## src/rtl/ecc_secded_check_pipe.sv

```systemverilog
// ecc_secded_check_pipe
// Two-stage read-side checker for the (72,64) SECDED code.
// Stage 1 computes the syndrome and overall parity of the received word.
// Stage 2 classifies the word, corrects a single data-bit error, updates the
// saturating CE/UE counters and captures the first error in a one-entry log.
// The pipeline uses a valid/ready stream with a two-deep elastic structure.

module ecc_secded_check_pipe #(
  parameter int TAG_WIDTH = 16,
  parameter int CNT_WIDTH = 16
) (
  input  logic                 clk,
  input  logic                 rst,
  input  logic                 s_valid,
  output logic                 s_ready,
  input  logic [71:0]          s_code,
  input  logic [TAG_WIDTH-1:0] s_tag,
  output logic                 m_valid,
  input  logic                 m_ready,
  output logic [63:0]          m_data,
  output logic [TAG_WIDTH-1:0] m_tag,
  output logic                 m_ce,
  output logic                 m_ue,
  output logic [CNT_WIDTH-1:0] ce_count,
  output logic [CNT_WIDTH-1:0] ue_count,
  input  logic                 cnt_clear,
  output logic                 log_valid,
  output logic                 log_ue,
  output logic [7:0]           log_syndrome,
  output logic [TAG_WIDTH-1:0] log_tag,
  input  logic                 log_clear
);

  // Hamming position of data bit idx: the idx-th non-power-of-two in 1..71.
  function automatic logic [6:0] data_pos(input int idx);
    int         n;
    logic [6:0] r;
    n = 0;
    r = '0;
    for (int q = 1; q < 72; q++) begin
      if ((q & (q - 1)) != 0) begin
        if (n == idx) r = 7'(q);
        n++;
      end
    end
    return r;
  endfunction

  localparam logic [CNT_WIDTH-1:0] CNT_ONE = {{(CNT_WIDTH-1){1'b0}}, 1'b1};

  // Stage 1 registers
  logic                 v1_reg;
  logic [71:0]          code1_reg;
  logic [TAG_WIDTH-1:0] tag1_reg;
  logic [6:0]           syn1_reg;
  logic                 par1_reg;

  // Stage 2 / output registers
  logic                 m_valid_reg;
  logic [63:0]          m_data_reg;
  logic [TAG_WIDTH-1:0] m_tag_reg;
  logic                 m_ce_reg;
  logic                 m_ue_reg;

  // Counters and error log
  logic [CNT_WIDTH-1:0] ce_count_reg;
  logic [CNT_WIDTH-1:0] ue_count_reg;
  logic                 log_valid_reg;
  logic                 log_ue_reg;
  logic [7:0]           log_syndrome_reg;
  logic [TAG_WIDTH-1:0] log_tag_reg;

  // Per-check-bit coverage masks over the data bits and per-bit flip decode.
  logic [6:0][63:0] check_mask;
  logic [63:0]      flip_mask;
  logic [6:0]       check_calc;

  for (genvar gi = 0; gi < 64; gi++) begin : g_data_bit
    localparam logic [6:0] POS = data_pos(gi);
    for (genvar gk = 0; gk < 7; gk++) begin : g_mask
      assign check_mask[gk][gi] = POS[gk];
    end
    // A data bit is flipped only when the odd-weight syndrome points at it.
    assign flip_mask[gi] = par1_reg && (syn1_reg == POS);
  end

  for (genvar gk = 0; gk < 7; gk++) begin : g_check
    assign check_calc[gk] = ^(s_code[63:0] & check_mask[gk]);
  end

  // Stage-1 syndrome and overall parity of the incoming word.
  logic [6:0] syn_calc;
  logic       par_calc;
  assign syn_calc = check_calc ^ s_code[70:64];
  assign par_calc = ^s_code;

  // Classification of the word held in stage 1. Any odd-weight error whose
  // syndrome names a real position (0 = bit 71, powers of two = check bits,
  // others = data bits) is correctable; everything else is uncorrectable.
  logic syn_zero;
  logic syn_in_range;
  logic cls_ce;
  logic cls_ue;
  assign syn_zero     = (syn1_reg == 7'd0);
  assign syn_in_range = (syn1_reg <= 7'd71);
  assign cls_ce       = par1_reg && syn_in_range;
  assign cls_ue       = (par1_reg && !syn_in_range) || (!par1_reg && !syn_zero);

  // Stage advance control.
  logic load2;
  logic load1;
  logic ce_inc;
  logic ue_inc;
  logic log_capture;
  assign load2       = !m_valid_reg || m_ready;
  assign load1       = !v1_reg || load2;
  assign s_ready     = load1;
  assign ce_inc      = load2 && v1_reg && cls_ce;
  assign ue_inc      = load2 && v1_reg && cls_ue;
  assign log_capture = (ce_inc || ue_inc) && (!log_valid_reg || log_clear);

  // Stage 1: capture the raw word, tag, syndrome and parity.
  always_ff @(posedge clk) begin
    if (rst) begin
      v1_reg    <= 1'b0;
      code1_reg <= '0;
      tag1_reg  <= '0;
      syn1_reg  <= '0;
      par1_reg  <= 1'b0;
    end else if (load1) begin
      v1_reg <= s_valid;
      if (s_valid) begin
        code1_reg <= s_code;
        tag1_reg  <= s_tag;
        syn1_reg  <= syn_calc;
        par1_reg  <= par_calc;
      end
    end
  end

  // Stage 2: register corrected data and status flags toward the consumer.
  always_ff @(posedge clk) begin
    if (rst) begin
      m_valid_reg <= 1'b0;
      m_data_reg  <= '0;
      m_tag_reg   <= '0;
      m_ce_reg    <= 1'b0;
      m_ue_reg    <= 1'b0;
    end else if (load2) begin
      m_valid_reg <= v1_reg;
      if (v1_reg) begin
        m_data_reg <= code1_reg[63:0] ^ flip_mask;
        m_tag_reg  <= tag1_reg;
        m_ce_reg   <= cls_ce;
        m_ue_reg   <= cls_ue;
      end
    end
  end

  // Saturating error counters; a clear coinciding with an increment leaves 1.
  always_ff @(posedge clk) begin
    if (rst) begin
      ce_count_reg <= '0;
      ue_count_reg <= '0;
    end else if (cnt_clear) begin
      ce_count_reg <= ce_inc ? CNT_ONE : '0;
      ue_count_reg <= ue_inc ? CNT_ONE : '0;
    end else begin
      if (ce_inc && (ce_count_reg != '1)) ce_count_reg <= ce_count_reg + CNT_ONE;
      if (ue_inc && (ue_count_reg != '1)) ue_count_reg <= ue_count_reg + CNT_ONE;
    end
  end

  // First-error log; a new error arriving with log_clear replaces the entry.
  always_ff @(posedge clk) begin
    if (rst) begin
      log_valid_reg    <= 1'b0;
      log_ue_reg       <= 1'b0;
      log_syndrome_reg <= '0;
      log_tag_reg      <= '0;
    end else if (log_capture) begin
      log_valid_reg    <= 1'b1;
      log_ue_reg       <= cls_ue;
      log_syndrome_reg <= {par1_reg, syn1_reg};
      log_tag_reg      <= tag1_reg;
    end else if (log_clear) begin
      log_valid_reg <= 1'b0;
    end
  end

  assign m_valid      = m_valid_reg;
  assign m_data       = m_data_reg;
  assign m_tag        = m_tag_reg;
  assign m_ce         = m_ce_reg;
  assign m_ue         = m_ue_reg;
  assign ce_count     = ce_count_reg;
  assign ue_count     = ue_count_reg;
  assign log_valid    = log_valid_reg;
  assign log_ue       = log_ue_reg;
  assign log_syndrome = log_syndrome_reg;
  assign log_tag      = log_tag_reg;

endmodule
```

## config.mk

```make
export PLATFORM = sky130hd
export DESIGN_NAME = ecc_secded_check_pipe
export DESIGN_NICKNAME = d
export VERILOG_FILES = /design/src/rtl/ecc_secded_check_pipe.sv
export SDC_FILE = /design/constraint.sdc
export NUM_CORES = 1
export LEC_CHECK = 0
export BUFFER_PORTS_ARGS = -buffer_cell sky130_fd_sc_hd__buf_2
export CAP_MARGIN = 10
export CELL_PAD_IN_SITES_DETAIL_PLACEMENT = 1
export CELL_PAD_IN_SITES_GLOBAL_PLACEMENT = 1
export CORE_MARGIN = 1.5
export CORE_UTILIZATION = 40
export CTS_CLUSTER_SIZE = 28
export DETAILED_ROUTE_END_ITERATION = 10
export PLACE_DENSITY = 0.82
export SETUP_SLACK_MARGIN = 0.4
export SYNTH_ARGS = -nofsm -noshare
export SYNTH_HDL_FRONTEND = slang
export SYNTH_SLANG_ARGS = --single-unit
export TNS_END_PERCENT = 1
```

## constraint.sdc

```tcl
create_clock -name clk -period 2.3 [get_ports clk]
set_input_delay 0.23 -clock clk [delete_from_list [all_inputs] [get_ports clk]]
set_output_delay 0.23 -clock clk [all_outputs]
set_load 0.01 [all_outputs]
```

==> impl_metrics.env, run 1 <==
export IMPL_setup_viol=0
export IMPL_layoutNonFillerInstCount=1912
export IMPL_power_density_nw_per_um2=860
export IMPL_dieArea_sq_um=27400
export IMPL_min_period_ps=2040
export IMPL_status="finished clean"
export IMPL_synth_largest_area_cell="dfxtp_1"
export IMPL_cp_max_fo=6
export IMPL_synth_top_cell_area_share=0.436
export IMPL_wire_per_inst_microns=21.1
export IMPL_root_buffer="clkbuf_16"
export IMPL_synth_enable_flop_cells=0
export IMPL_post_place_ws_ps=16.8
export IMPL_drc=0
export IMPL_period_share=0.888
export IMPL_fin_setup_tns_ps=0
export IMPL_clk_latency_ps=550
export IMPL_finalWirelength_mm=40.4
export IMPL_final_cell_area_sq_um=14000
export IMPL_tritoncts="built"
export IMPL_maxSlewViolCount=0
export IMPL_start_util=0.407
export IMPL_finClkSkew_ps=19.7
export IMPL_clk_pin_slew_worst_paths_ps=70
export IMPL_min_path_type="input pin to flip-flop"
export IMPL_async_flop_share=0
export IMPL_ir_drop_mv=0.536
export IMPL_dp_cells=1790
export IMPL_endpoint_kind="flip-flop"
export IMPL_synth_area_per_cell_sq_um=8.39
export IMPL_worst_pin_slew_ps=941
export IMPL_dp_hpwl_mm=25.7
export IMPL_arrival_ps=2460
export IMPL_port_buffers=235
export IMPL_cts_max_level=1
export IMPL_syn_area_sq_um=10600
export IMPL_finalNetCount=1647
export IMPL_crit_type="flip-flop to flip-flop"
export IMPL_grt_max_degree=201
export IMPL_rsz0062_at_grt="true"
export IMPL_io_pins=236
export IMPL_grt_pass1_vias=10803
export IMPL_synth_seq_cells=230
export IMPL_area_delta_synth_final_pct=32.4
export IMPL_cts_made_buffers=27
export IMPL_slew_limit_headroom=0.373
export IMPL_rows=59
export IMPL_grt_use_total=0.290
export IMPL_die_h_microns=166
export IMPL_n_fill_cell=3119
export IMPL_ys_types=45
export IMPL_antenna_found_initial=6
export IMPL_setup_slack_ps=258
export IMPL_grt_overflow=0
export IMPL_die_x_microns=166
export IMPL_finalHoldViolCount=0
export IMPL_drive_above_1_share=0.234
export IMPL_ctsLongestPathBuffers=3
export IMPL_via_per_inst=5.53
export IMPL_dominantRegCellSynth="dfxtp_1"
export IMPL_yosys_warnings=0
export IMPL_num_vias=10577
export IMPL_clock_sinks=230
export IMPL_synth_area_leaders="dfxtp_1 (44%), nand2_1 (10%), xnor2_1 (7.2%), a21oi_1 (6.3%), xor2_1 (4.1%)"
export IMPL_total_leakage_power_nw=5.69
export IMPL_syn_nets=1356
export IMPL_yosysSeqAreaShare=0.436
export IMPL_grt_pass1_wl_mm=60.9
export IMPL_drt_iter0_markers=753
export IMPL_core_sq_um=26000
export IMPL_drtAntennaViolNets=0
export IMPL_startpoint_type="flip-flop"
export IMPL_whs_path_depth=3
export IMPL_reg2reg_depth=9
export IMPL_crit_required_ps=2710
export IMPL_fmax_mhz=490
export IMPL_dr_pass1_iters=5
export IMPL_gp_congestion=0.892
export IMPL_synthCells=1260
export IMPL_max_cap_viol_count=0
export IMPL_place_area_sq_um=12300
## kinds of logic (layout without fill, tap and decap cells)
group,Yosys count,count (layout),synth area share
DFF,230,230,0.436
buffers and inverters,86,397,0.0305
adders and majority gates,2,2,0.00237
muxes,2,2,0.00189
and+or+nand+nor,516,516,0.214
xor gates and xnor gates,162,162,0.166
other,0,6,0
AOI/OAI and AO/OA,262,262,0.150
## final timing paths
path | start | endpoint | slack [ps]
min reg2reg | m_tag[10] | m_tag[10] | 450
max | syn1_reg[3] | ce_count[9] | 260
max reg2reg | syn1_reg[3] | ce_count[9] | 260
min | s_code[29] | code1_reg[29] | 20
## cell usage after synthesis (all sizes together) (2+ instances only)
cell type  count
nand2        288
dfxtp        230
a21oi        133
nor2         106
xnor2         90
clkbuf        75
xor2          50
o21ai         49
or3           49
a311oi        44
a211oi        27
xnor3         20
nand4         17
nand3         13
and3           7
buf            7
and2           6
nor3b          6
inv            4
nor3           4
nor4           4
and4           3
nor2b          3
or3b           3
a31oi          2
and3b          2
ha             2
mux2i          2
nand2b         2
xor3           2
## metal layers
| layer | part of all wire | track usage | vias to the layer above |
|---|---|---|---|
| met1 | 0.42 | 0.364 | 5223 |
| li1 | - | - | 4903 |
| met4 | 0.040 | 0.116 | 0 |
| met3 | 0.056 | 0.0392 | 101 |
| met5 | 0 | 0 | - |
| met2 | 0.49 | 0.499 | 350 |
## where the power goes
| part | internal [W] | switching, W | total (W) |
|---|---|---|---|
| clock | 0.00266 | 0.00181 | 0.00446 |
| sequential | 0.00424 | 0.000214 | 0.00446 |
| combinational | 0.00143 | 0.00168 | 0.00311 |
| total | 0.00833 | 0.00370 | 0.0120 |
## cell usage in the layout (no fill, tap or decap), types with 3 or more instances in the layout
cell type / count
a211oi_1: 26
a21oi_1: 132
a311oi_1: 44
and2_1: 4
and3_1: 6
and4_1: 3
buf_12: 6
buf_2: 234
buf_4: 38
bufinv_16: 3
clkbuf_1: 4
clkbuf_16: 27
clkbuf_8: 5
clkinv_2: 7
dfxtp_1: 224
dfxtp_2: 6
diode_2: 6
dlygate4sd3_1: 65
inv_1: 4
nand2_1: 281
nand2_2: 7
nand3_1: 12
nand4_1: 17
nor2_1: 105
nor3_1: 4
nor3b_1: 4
o21ai_0: 49
or3_1: 48
xnor2_1: 83
xnor2_2: 6
xnor3_1: 19
xor2_1: 50
## area by class of cell
cell class                      instances  area (sq um)  area share
Tap cell                              335           419      0.0300
Clock inverter                         13           151      0.0108
Sequential cell                       230          4610       0.330
Inverter                                4          15.0     0.00107
Timing Repair Buffer                  344          2240       0.160
Clock buffer                           36           759      0.0543
Multi-Input combinational cell        944          5780       0.413
Antenna cell                            6          15.0     0.00107
## repair_timing
action | 4_1_cts | 5_1_grt
setup buffers | 1 | 1
hold buffers | 65 | 0
setup endpoints to repair | 81 | 111
resized for setup | 15 | 14
hold endpoints to repair | 65 | 0
pin swaps | 4 | 3
## per-stage QoR
stage / hold slack (ps) / power [W] / utilization
3_3_place_gp: 441 / 0.00727 / 0.473
6_report: 21.9 / 0.0120 / 0.539
5_1_grt: 14.9 / 0.0125 / 0.539
3_5_place_dp: 447 / 0.00735 / 0.473
4_1_cts: 4.91 / 0.0119 / 0.536
2_1_floorplan: 347 / 0.00636 / -
## critical path, cell delays in order, from the launching register on
cell and delay, ps:
dfxtp_2 370, o31ai_4 250, buf_4 150, nand4_1 70, buf_4 180, a2111oi_2 320, buf_4 210, nand4_1 120
xor2_1 180, nor2_1 60
Note: power is estimated with default switching activity, not from simulation.
==> inputs of run 2 (changes only) <==
Settings changed: REMOVE_ABC_BUFFERS set to 1.
==> impl_metrics.env, run 2 (same netlist as run 1, synthesis figures left out) <==
export IMPL_status="finished clean"
export IMPL_drive_above_1_share=0.228
export IMPL_drt_iter0_markers=849
export IMPL_finalHoldViolCount=0
export IMPL_period_share=0.889
export IMPL_slew_limit_headroom=0.496
export IMPL_tritoncts="built"
export IMPL_finClkSkew_ps=16.6
export IMPL_fin_setup_tns_ps=0
export IMPL_core_sq_um=26000
export IMPL_port_buffers=235
export IMPL_total_leakage_power_nw=5.61
export IMPL_clock_sinks=230
export IMPL_num_vias=10477
export IMPL_clk_pin_slew_worst_paths_ps=60
export IMPL_ir_drop_mv=0.693
export IMPL_dp_cells=1806
export IMPL_multiInputGateArea_sq_um=5700
export IMPL_die_x_microns=166
export IMPL_cts_max_level=1
export IMPL_min_path_type="input pin to flip-flop"
export IMPL_grt_pass1_wl_mm=57.9
export IMPL_setup_viol=0
export IMPL_grt_pass1_vias=10602
export IMPL_worst_pin_slew_ps=754
export IMPL_setup_slack_ps=255
export IMPL_min_period_ps=2050
export IMPL_io_pins=236
export IMPL_dieArea_sq_um=27400
export IMPL_finalWirelength_mm=38.0
export IMPL_grt_overflow=0
export IMPL_drc=0
export IMPL_crit_type="flip-flop to flip-flop"
export IMPL_grt_use_total=0.271
export IMPL_antenna_found_initial=3
export IMPL_power_density_nw_per_um2=833
export IMPL_cpLargestDelayFamily="simple AND/OR/NAND/NOR gates"
export IMPL_rows=59
export IMPL_finalNetCount=1657
export IMPL_dr_pass1_iters=5
export IMPL_final_cell_mix="nand2_1 (287), buf_2 (234), dfxtp_1 (226)"
export IMPL_slowest_delay_ps=720
export IMPL_register_area_sq_um=4610
export IMPL_crit_required_ps=2730
export IMPL_endpoint_kind="flip-flop"
export IMPL_max_cap_viol_count=0
export IMPL_gp_congestion=0.901
export IMPL_slowest_stage="or3b_2"
export IMPL_grt_max_degree=113
export IMPL_drtAntennaViolNets=0
export IMPL_wire_per_inst_microns=19.8
export IMPL_layoutNonFillerInstCount=1914
export IMPL_n_fill_cell=3152
export IMPL_cts_made_buffers=27
export IMPL_ctsLongestPathBuffers=3
export IMPL_via_per_inst=5.47
export IMPL_finalPower_w=0.0115
export IMPL_arrival_ps=2480
export IMPL_cp_max_fo=20
export IMPL_start_util=0.407
export IMPL_maxSlewViolCount=0
export IMPL_startpoint_type="flip-flop"
export IMPL_rsz0062_at_grt="true"
export IMPL_post_place_ws_ps=-127
export IMPL_dp_hpwl_mm=25.0
export IMPL_area_delta_synth_final_pct=30.9
export IMPL_clk_latency_ps=540
export IMPL_fmax_mhz=489
export IMPL_final_common_cell="nand2_1"
export IMPL_die_h_microns=166
export IMPL_crit_buf_inv=1
export IMPL_crit_chain="buf_4 > or3b_2 > or3_1 > a311oi_1"
export IMPL_root_buffer="clkbuf_16"
## run 2: changes by cell type in the layout (fill, tap and decap cells not counted), sizes merged
cell         delta
clkinv          -4
diode           -4
bufinv          -3
clkbuf          +4
clkinvlp        +1
dlygate4sd3     -6
buf            +16
inv             -2
## run 2: final cells by class
cell class	count	area share
Antenna cell	2	0.000362
Clock buffer	40	0.0553
Clock inverter	5	0.00199
Inverter	4	0.00109
Multi-Input combinational cell	944	0.412
Sequential cell	230	0.333
Tap cell	335	0.0303
Timing Repair Buffer	354	0.166
## run 2: path summary, 6_finish.rpt
| path | depth (start not counted) | to | startpoint | slack, ps |
|---|---|---|---|---|
| setup / recovery | 4 | m_data[30] | syn1_reg[4] | 250 |
| hold / removal | 3 | code1_reg[45] | s_code[45] | 20 |
| setup reg to reg | 4 | m_data[30] | syn1_reg[4] | 250 |
| hold reg to reg | 2 | log_syndrome[4] | log_syndrome[4] | 450 |
## run 2: through the flow
stage	area, sq um	hold WS (ps)	utilization
after CTS	13800	1.74	0.531
after global routing	13800	26.2	0.532
after detailed placement	12400	447	0.477
after global placement	12400	439	0.477
final	13800	17.7	0.532
after floorplan	10300	295	-
## run 2: metal layers
layer | global-route usage | wire (microns) | vias up
met3 | 0.0397 | 2250 | 109
met4 | 0.114 | 1560 | 0
met2 | 0.462 | 18200 | 338
li1 | - | - | 4897
met1 | 0.341 | 16000 | 5133
met5 | 0 | 0 | -
## run 2: tightest hold or removal path: stages
cell	delay [ps]
buf_2	140
nand2_1	60
a21oi_1	50
## run 2: what timing repair did
| item | CTS | global route |
|---|---|---|
| buffers inserted | 2 | 0 |
| endpoints found under the hold margin | 59 | 0 |
| gates resized for setup | 10 | 6 |
| setup endpoints to repair | 92 | 113 |
| hold buffers | 59 | 0 |
## run 2: power breakdown
| part | internal [W] | leakage, nW | switching (W) |
|---|---|---|---|
| registers | 0.00425 | 1.88 | 0.000207 |
| clock network | 0.00227 | 0.388 | 0.00167 |
| logic | 0.00147 | 3.34 | 0.00166 |
